===== src/rtl/sequence_player.sv =====
// Plays a latched sequence of 2-bit colours: each is shown for ON_CYCLES, then
// followed by GAP_CYCLES dark cycles. Finishes in DONE until en is released.
module sequence_player #(
    parameter int ON_CYCLES  = 4,
    parameter int GAP_CYCLES = 2
) (
    input  logic        clk,
    input  logic        rst,
    input  logic        en,
    // "sequence" is a reserved word, hence the suffix on this one port
    input  logic [31:0] sequence_i,
    input  logic [3:0]  sequence_len,
    output logic        colour_on,
    output logic [1:0]  colour_val,
    output logic [3:0]  index,
    output logic        busy,
    output logic        complete_play,
    output logic [2:0]  dbg_state
);

    typedef enum logic [2:0] {
        S_IDLE = 3'd0,
        S_LOAD = 3'd1,
        S_SHOW = 3'd2,
        S_GAP  = 3'd3,
        S_DONE = 3'd4
    } state_t;

    localparam logic [7:0] ON_RELOAD  = 8'(ON_CYCLES - 1);
    localparam logic [7:0] GAP_RELOAD = 8'(GAP_CYCLES - 1);

    state_t      state_q;
    logic [29:0] seq_q;
    logic [3:0]  len_q;
    logic [7:0]  cnt_q;
    logic [3:0]  idx_q;
    logic        colour_on_q;
    logic [1:0]  colour_val_q;
    logic        busy_q;
    logic        complete_q;

    logic [3:0]  idx_next_d;
    logic [29:0] shifted_d;
    logic [1:0]  colour_next_d;
    logic        unused_seq_bits;

    assign unused_seq_bits = ^sequence_i[31:30];

    // Index and colour to present on the next SHOW entry (from LOAD or GAP).
    always_comb begin
        idx_next_d    = (state_q == S_GAP) ? idx_q + 4'd1 : 4'd0;
        shifted_d     = seq_q >> {idx_next_d, 1'b0};
        colour_next_d = shifted_d[1:0];
    end

    always_ff @(posedge clk) begin
        if (rst) begin
            state_q      <= S_IDLE;
            seq_q        <= '0;
            len_q        <= '0;
            cnt_q        <= '0;
            idx_q        <= '0;
            colour_on_q  <= 1'b0;
            colour_val_q <= 2'b00;
            busy_q       <= 1'b0;
            complete_q   <= 1'b0;
        end else begin
            case (state_q)
                S_IDLE: begin
                    if (en) begin
                        seq_q   <= sequence_i[29:0];
                        len_q   <= sequence_len;
                        state_q <= S_LOAD;
                        busy_q  <= 1'b1;
                    end
                end
                S_LOAD: begin
                    if (!en) begin
                        state_q <= S_IDLE;
                        busy_q  <= 1'b0;
                    end else if (len_q == 4'd0) begin
                        state_q    <= S_DONE;
                        busy_q     <= 1'b0;
                        complete_q <= 1'b1;
                    end else begin
                        state_q      <= S_SHOW;
                        idx_q        <= idx_next_d;
                        cnt_q        <= ON_RELOAD;
                        colour_on_q  <= 1'b1;
                        colour_val_q <= colour_next_d;
                    end
                end
                S_SHOW: begin
                    if (!en) begin
                        state_q      <= S_IDLE;
                        idx_q        <= '0;
                        cnt_q        <= '0;
                        colour_on_q  <= 1'b0;
                        colour_val_q <= 2'b00;
                        busy_q       <= 1'b0;
                    end else if (cnt_q == 8'd0) begin
                        state_q      <= S_GAP;
                        cnt_q        <= GAP_RELOAD;
                        colour_on_q  <= 1'b0;
                        colour_val_q <= 2'b00;
                    end else begin
                        cnt_q <= cnt_q - 8'd1;
                    end
                end
                S_GAP: begin
                    if (!en) begin
                        state_q <= S_IDLE;
                        idx_q   <= '0;
                        cnt_q   <= '0;
                        busy_q  <= 1'b0;
                    end else if (cnt_q != 8'd0) begin
                        cnt_q <= cnt_q - 8'd1;
                    end else if (idx_q == len_q - 4'd1) begin
                        state_q    <= S_DONE;
                        idx_q      <= '0;
                        busy_q     <= 1'b0;
                        complete_q <= 1'b1;
                    end else begin
                        state_q      <= S_SHOW;
                        idx_q        <= idx_next_d;
                        cnt_q        <= ON_RELOAD;
                        colour_on_q  <= 1'b1;
                        colour_val_q <= colour_next_d;
                    end
                end
                S_DONE: begin
                    if (!en) begin
                        state_q    <= S_IDLE;
                        complete_q <= 1'b0;
                    end
                end
                default: begin
                    state_q      <= S_IDLE;
                    idx_q        <= '0;
                    cnt_q        <= '0;
                    colour_on_q  <= 1'b0;
                    colour_val_q <= 2'b00;
                    busy_q       <= 1'b0;
                    complete_q   <= 1'b0;
                end
            endcase
        end
    end

    assign colour_on     = colour_on_q;
    assign colour_val    = colour_val_q;
    assign index         = idx_q;
    assign busy          = busy_q;
    assign complete_play = complete_q;
    assign dbg_state     = state_q;

endmodule


===== config.mk =====
export PLATFORM = sky130hd
export DESIGN_NAME = sequence_player
export DESIGN_NICKNAME = d
export VERILOG_FILES = /design/src/rtl/sequence_player.sv
export SDC_FILE = /design/constraint.sdc
export NUM_CORES = 1
export LEC_CHECK = 0
export ABC_AREA = 0
export CORE_ASPECT_RATIO = 0.6
export CORE_UTILIZATION = 50
export DETAILED_ROUTE_END_ITERATION = 7
export PLACE_DENSITY_LB_ADDON = 0.12
export REMOVE_ABC_BUFFERS = 1
export SLEW_MARGIN = 10
export SYNTH_ARGS = -nofsm -noshare
export SYNTH_HDL_FRONTEND = slang
export SYNTH_SLANG_ARGS = --single-unit

===== constraint.sdc =====
create_clock -name clk -period 2.5 [get_ports clk]
set_input_delay 0.375 -clock clk [delete_from_list [all_inputs] [get_ports clk]]
set_output_delay 0.375 -clock clk [all_outputs]
set_load 0.005 [all_outputs]

==> flow_metrics.env <==
export IMPL_fin_nets=442
export IMPL_io_buffers=48
export IMPL_swShare_pct=27.8
export IMPL_combPwrFrac_pct=17.1
export IMPL_holdPathStages=2
export IMPL_drc=0
export IMPL_cts_buffers=5
export IMPL_vias=2696
export IMPL_ir_worst_vdd_mv=0.244
export IMPL_grt_max_degree=35
export IMPL_synthArstFlopShare_pct=0
export IMPL_synth_area_leader_cell="dfxtp_1"
export IMPL_wl_per_cell_um=14.9
export IMPL_synth_most_common_cell="nand2_1"
export IMPL_outcome="finished, final reports clean"
export IMPL_num_io_pins=51
export IMPL_detail_route_antenna_nets=0
export IMPL_core_area_um2=5200
export IMPL_worstHoldStart="seq_q[24]"
export IMPL_drv_cap=0
export IMPL_min_period_ns=2.35
export IMPL_cp_end_kind="flop"
export IMPL_p_seq_share_pct=53.8
export IMPL_required_ns=2.72
export IMPL_synth_area_per_cell_um2=7.95
export IMPL_yosysUniqueCellTypes=56
export IMPL_tns_ns=0
export IMPL_cts_sinks=54
export IMPL_r2r_slack_ns=0.15
export IMPL_crit_type="flop to flop"
export IMPL_slew_violations=0
export IMPL_hold_worst_slack_ns=0.460
export IMPL_critPathLaunchType="flop"
export IMPL_dp_final_hpwl_um=4990
export IMPL_drive_gt1_share_pct=11.5
export IMPL_rr_worst_depth=8
export IMPL_synth_ff_type="dfxtp_1"
export IMPL_p_int_uw=1240
export IMPL_timing_rr_end="cnt_q[1]"
export IMPL_synth_area_um2=2770
export IMPL_grt_pass1_vias=2352
export IMPL_min_to="seq_q[24]"
export IMPL_powerDensity_nw_per_um2=499
export IMPL_routed_wl_um=6940
export IMPL_finalNonFillerCells=465
export IMPL_fin_skew_ns=0.0185
export IMPL_initial_utilization_pct=53.3
export IMPL_track_usage_pct=24.3
export IMPL_synth_warnings=0
export IMPL_htree_levels=2
export IMPL_num_rows=20
export IMPL_yosysTopAreaCellShare_pct=39.0
export IMPL_post_cts_buffers=0
export IMPL_relSlewSlack_pct=62.0
export IMPL_dpl_cell_count=457
export IMPL_clk_path_buf_depth=2
export IMPL_clkPwrFrac_pct=29.1
export IMPL_finalHoldViolCount=0
export IMPL_antenna_found_initial=0
export IMPL_dieArea_um2=5860
export IMPL_yosys_top_cells_count="nand2_1, dfxtp_1, a21oi_1"
export IMPL_synthTopCellsByArea="dfxtp_1, nand2_1, a21oi_1"
export IMPL_rr_startpoint="len_q[0]"
export IMPL_period_share_pct=93.8
export IMPL_cp_arrival_ns=2.57
export IMPL_tightest_slew_ns=0.570
export IMPL_synth_seq_cells=54
export IMPL_diodes=0
export IMPL_cts_root_buf="clkbuf_8"
export IMPL_ys_seq_area_share_pct=39.0
export IMPL_area_growth_pct=24.3
export IMPL_critical_path_max_fanout=7
export IMPL_overflow=0
export IMPL_rsz0062_at_grt="true"
export IMPL_first_iter_violations=226
export IMPL_grt_pass1_wl_um=11200
export IMPL_die_x_um=98.2
export IMPL_p_leak_uw=0.00128
export IMPL_final_core_util_pct=66.3
export IMPL_path_clk_slew_ns=0.11
export IMPL_synth_edff_count=0
export IMPL_insertion_delay_ns=0.32
export IMPL_viasPerCell=5.80
export IMPL_drt_pass1_iter_count=6
export IMPL_syn_instance_count=349
export IMPL_die_y_um=59.7
export IMPL_cts_tree="yes"
export IMPL_fmax_mhz=426
export IMPL_setup_viol=0
export IMPL_place_gp_congestion=0.915
export IMPL_hold_class="flop to flop"
export IMPL_switchingPower_uw=477
[sequential cells by signal (all words and copies together) (netlist names)]
name / count
colour_on: 1
dbg_state: 3
index: 4
complete_play: 1
len_q: 4
seq_q: 30
cnt_q: 8
busy: 1
colour_val: 2
[metal layers]
metal	vias to the layer above	part of all wire (%)	global-route usage, %
met2	96	41	36.2
met3	6	7.3	4.91
li1	1333	-	-
met5	-	0	0
met1	1261	51	35.9
met4	0	0.71	5.97
[cells in the final DEF, fill, tap and decap left out, types with 2 or more instances in the layout]
| cell type | instances |
|---|---|
| nand2_1 | 87 |
| dfxtp_1 | 54 |
| a21oi_1 | 51 |
| clkdlybuf4s50_1 | 47 |
| nor2_1 | 18 |
| buf_4 | 15 |
| o21ai_0 | 12 |
| inv_1 | 10 |
| a311oi_1 | 7 |
| nor3_1 | 6 |
| xnor2_1 | 5 |
| nand3_1 | 5 |
| ha_1 | 5 |
| clkbuf_8 | 5 |
| xor2_1 | 4 |
| mux4_2 | 4 |
| o31ai_1 | 4 |
| nor3b_1 | 3 |
| or3_2 | 3 |
| mux2i_1 | 3 |
| a211oi_1 | 3 |
| o22ai_1 | 2 |
| nor4_1 | 2 |
| o21a_1 | 2 |
| and3_1 | 2 |
| or4_1 | 2 |
| mux2_2 | 2 |
| o221ai_1 | 2 |
[timing repair]
item / 4_1_cts / 5_1_grt
resized for setup: 1 / 5
hold buffers: 0 / 0
setup endpoints to repair: 1 / 13
[worst max-delay path, stage by stage (launching register included)]
cell     delay, ns
dfxtp_1       0.39
inv_1         0.09
ha_1          0.31
xnor2_1       0.16
nor4b_2       0.33
a22oi_2       0.18
or2_0         0.28
o21a_2        0.27
o31ai_1       0.25
[logic make-up after synthesis]
logic type	after synthesis	synth area share [%]
AND/OR/NAND/NOR	142	23.2
flip-flops	54	39.0
multiplexers	9	5.14
adder cells (fa/ha/maj)	5	2.26
AO/OA/AOI/OAI	98	21.7
XOR/XNOR	9	2.84
buffers and inverters	32	5.91
[power groups by stage]
stage	sequential (uW)	combinational, uW	clock, uW
CTS	925	288	503
global route	931	328	536
finish	926	294	500
detailed placement	945	286	0
floorplan	944	144	0
global placement	944	278	0
[per-stage QoR]
| step | cell area [um2] | setup WS [ns] | power, uW |
|---|---|---|---|
| finish | 3450 | 0.154 | 1720 |
| CTS | 3420 | 0.103 | 1720 |
| global placement | 3320 | 0.0420 | 1220 |
| detailed placement | 3320 | 0.0178 | 1230 |
| global route | 3450 | -0.0290 | 1800 |
| floorplan | 2650 | 0.288 | 1090 |
[area by class of cell]
cell class / count / area, um2
timing repair buffer: 63 / 588
clock inverter: 3 / 21.3
clock buffer: 5 / 68.8
tap: 66 / 82.6
sequential: 54 / 1080
inverter: 11 / 41.3
fill: 465 / 1760
multi-input combinational: 263 / 1570
[worst max-delay path by stage]
stage / start / endpoint / slack [ns] / cells after the start
after floorplan: len_q[0] / colour_val[1] / 0.29 / 8
after global routing: len_q[0] / cnt_q[5] / -0.03 / 8
after detailed placement: len_q[0] / colour_val[1] / 0.02 / 9
after global placement: len_q[0] / colour_val[1] / 0.04 / 9
after CTS: len_q[0] / busy / 0.10 / 8
final: len_q[0] / cnt_q[1] / 0.15 / 8
No activity file was read; power rests on OpenSTA's default activity.
==> RTL edit, RTL diff (same flow settings) <==
Make the reset (`rst`) asynchronous in one clocked block.
--- a/src/rtl/sequence_player.sv
+++ b/src/rtl/sequence_player.sv
@@ -55,3 +55,3 @@
 
-    always_ff @(posedge clk) begin
+    always_ff @(posedge clk or posedge rst) begin
         if (rst) begin
Behaviour: differs if rst is asserted again (counterexample within 4 cycles, from zero or initial values and one cycle with rst high); with rst held inactive, the same outputs for 10 cycles.
==> RTL edit against the unedited design <==
Sequential cell count is the same; wire length decreased by 7.9%; first-iteration DRC count shrank 45%; worst hold slack gained 0.049 ns; setup slack improved by 0.084 ns; design area up 6.5%; clock skew shrank 0.011 ns; synthesized area is 7.4% higher; cell count shrank 11%.
Power is not compared: it rests on default switching activity, and its combinational part moved more than twofold at a synthesized area within 25%.
==> RTL edit: results (changes against the unedited design) <==
layout:
  drive_gt1_frac: 0.214  # +0.0986
  layoutNonFillerInstCount: 412  # -11%
  n_antenna_cell: 0  # unchanged
  fin_nets: 375  # -15%
  top_regs: "seq_q (30), cnt_q (8)"
  fillers: 460  # -1.1%
global_route:
  grt_first_pass_wirelength_um: 10400  # -7.1%
  grt_antenna_before_repair: 0  # unchanged
  grt_max_degree: 55  # +57%
  grt_pass1_vias: 2082  # -11%
  track_usage: 0.224  # -0.0187
clock_tree:
  clk_latency_ns: 0.31
  cts_buffers: 5  # unchanged
  clkTransAtPathRegs_ns: 0.10
  root_buffer: "clkbuf_8"
  cts.path.max_buffers: 2  # unchanged
  cts_resized: 0  # -1
  htreeDepth: 2  # unchanged
  post_cts_buffers: 0  # unchanged
logic_synthesis:
  yosys.cell_types.count: 59  # +5.4%
  netlist_instances: 281  # -19%
  yosysSeqAreaShare: 0.454  # +0.0641
  synth_area_leaders: "dfrtp_1 45%, mux2_2 13%, nand2_1 3.4%, a21oi_1 2.9%, o21ai_0 2.7%"
  ys.flop_type: "dfrtp_1"
  ys_warn_count: 0  # unchanged
  async_reset_ff_frac: 1.00  # +1.00
  ys_top_cells_by_count: "54 x dfrtp_1, 35 x mux2_2, 27 x nand2_1, 17 x a21oi_1, 16 x o21ai_0"
placed_design:
  place_congestion: 0.860  # -6.0%
  place_ws_ns: 0.201  # +0.184 ns
  dp_cells: 404  # -12%
  postPlaceCellArea_um2: 3580  # +7.7%
  io_buffer_count: 48  # unchanged
  dpl.hpwl_um: 4670  # -6.4%
drt:
  vias: 2269  # -16%
  drt-total-wl_um: 6390  # -7.9%
  first_pass_iters: 4  # -2
  dr.first_iter.drc_count: 124  # -45%
timing:
  fin_skew_ns: 0.00771  # -0.0107 ns
  hold_viol: 0  # unchanged
  worst_slew_pin_slew_ns: 0.681  # +0.111 ns
status:
  outcome: "completed"
setup_path:
  cp_max_fo: 5  # -2
power:
  switching_power_w: 0.00154
  leakage_nw: 1.51
  irDropWorstVdd_mv: 0.437
min_path:
  hold_path_class: "flop to flop"
==> RTL edit: power groups by stage <==
| stage | combinational [W] | sequential [W] | clock, W |
|---|---|---|---|
| 3_5_place_dp | 0.00199 | 0.00154 | 0 |
| 4_1_cts | 0.00200 | 0.00153 | 0.000527 |
| 6_report | 0.00199 | 0.00152 | 0.000514 |
| 3_3_place_gp | 0.00195 | 0.00152 | 0 |
| 2_1_floorplan | 0.00140 | 0.00152 | 0 |
| 5_1_grt | 0.00222 | 0.00158 | 0.000563 |
==> RTL edit: per-stage QoR <==
stage | setup TNS (ns) | total power, W
finish | 0 | 0.00403
global route | 0 | 0.00437
CTS | 0 | 0.00405
detailed placement | 0 | 0.00353
global placement | 0 | 0.00347
floorplan | -2.06 | 0.00292
==> RTL edit: layer usage <==
layer / vias up / part of all wire / track usage
li1: 1124 / - / -
met1: 1082 / 0.54 / 0.347
met2: 58 / 0.40 / 0.319
met3: 5 / 0.052 / 0.0447
met4: 0 / 0.0077 / 0.0559
met5: - / 0 / 0
==> RTL edit: cells by family after synthesis <==
logic type / Yosys count / synth area share
AND/OR/NAND/NOR: 82 / 0.150
AO/OA/AOI/OAI: 67 / 0.151
flip-flops: 54 / 0.454
multiplexers: 39 / 0.152
buffers and inverters: 24 / 0.0357
XOR/XNOR: 10 / 0.0366
adder cells (fa/ha/maj): 5 / 0.0210
==> RTL edit: worst paths after layout <==
kind	startpoint	endpoint	slack (ns)	cells after the start
max in group asynchronous	rst	cnt_q[7]	1.49	3
worst max-delay path	cnt_q[0]	colour_val[1]	0.24	7
worst min register to register	cnt_q[7]	cnt_q[7]	0.51	1
worst min-delay path	cnt_q[7]	cnt_q[7]	0.51	1
min in group asynchronous	rst	seq_q[18]	0.56	3
worst max register to register	cnt_q[0]	colour_val[1]	0.24	7
==> RTL edit: area by class of cell <==
type                       instances  area, um2  area share
multi-input combinational        203       1530       0.416
inverter                           9       33.8     0.00920
clock buffer                       7       86.3      0.0235
tap                               80        100      0.0273
clock inverter                     1       5.00     0.00136
timing repair buffer              58        568       0.155
sequential                        54       1350       0.368
==> RTL edit: worst max-delay path, stage by stage, from the launching register on <==
cell and delay, ns:
dfrtp_1 0.42, inv_1 0.14, ha_1 0.15, nor3b_1 0.43
a21o_1 0.31, nand3_1 0.20, and2_1 0.22, o41ai_2 0.30
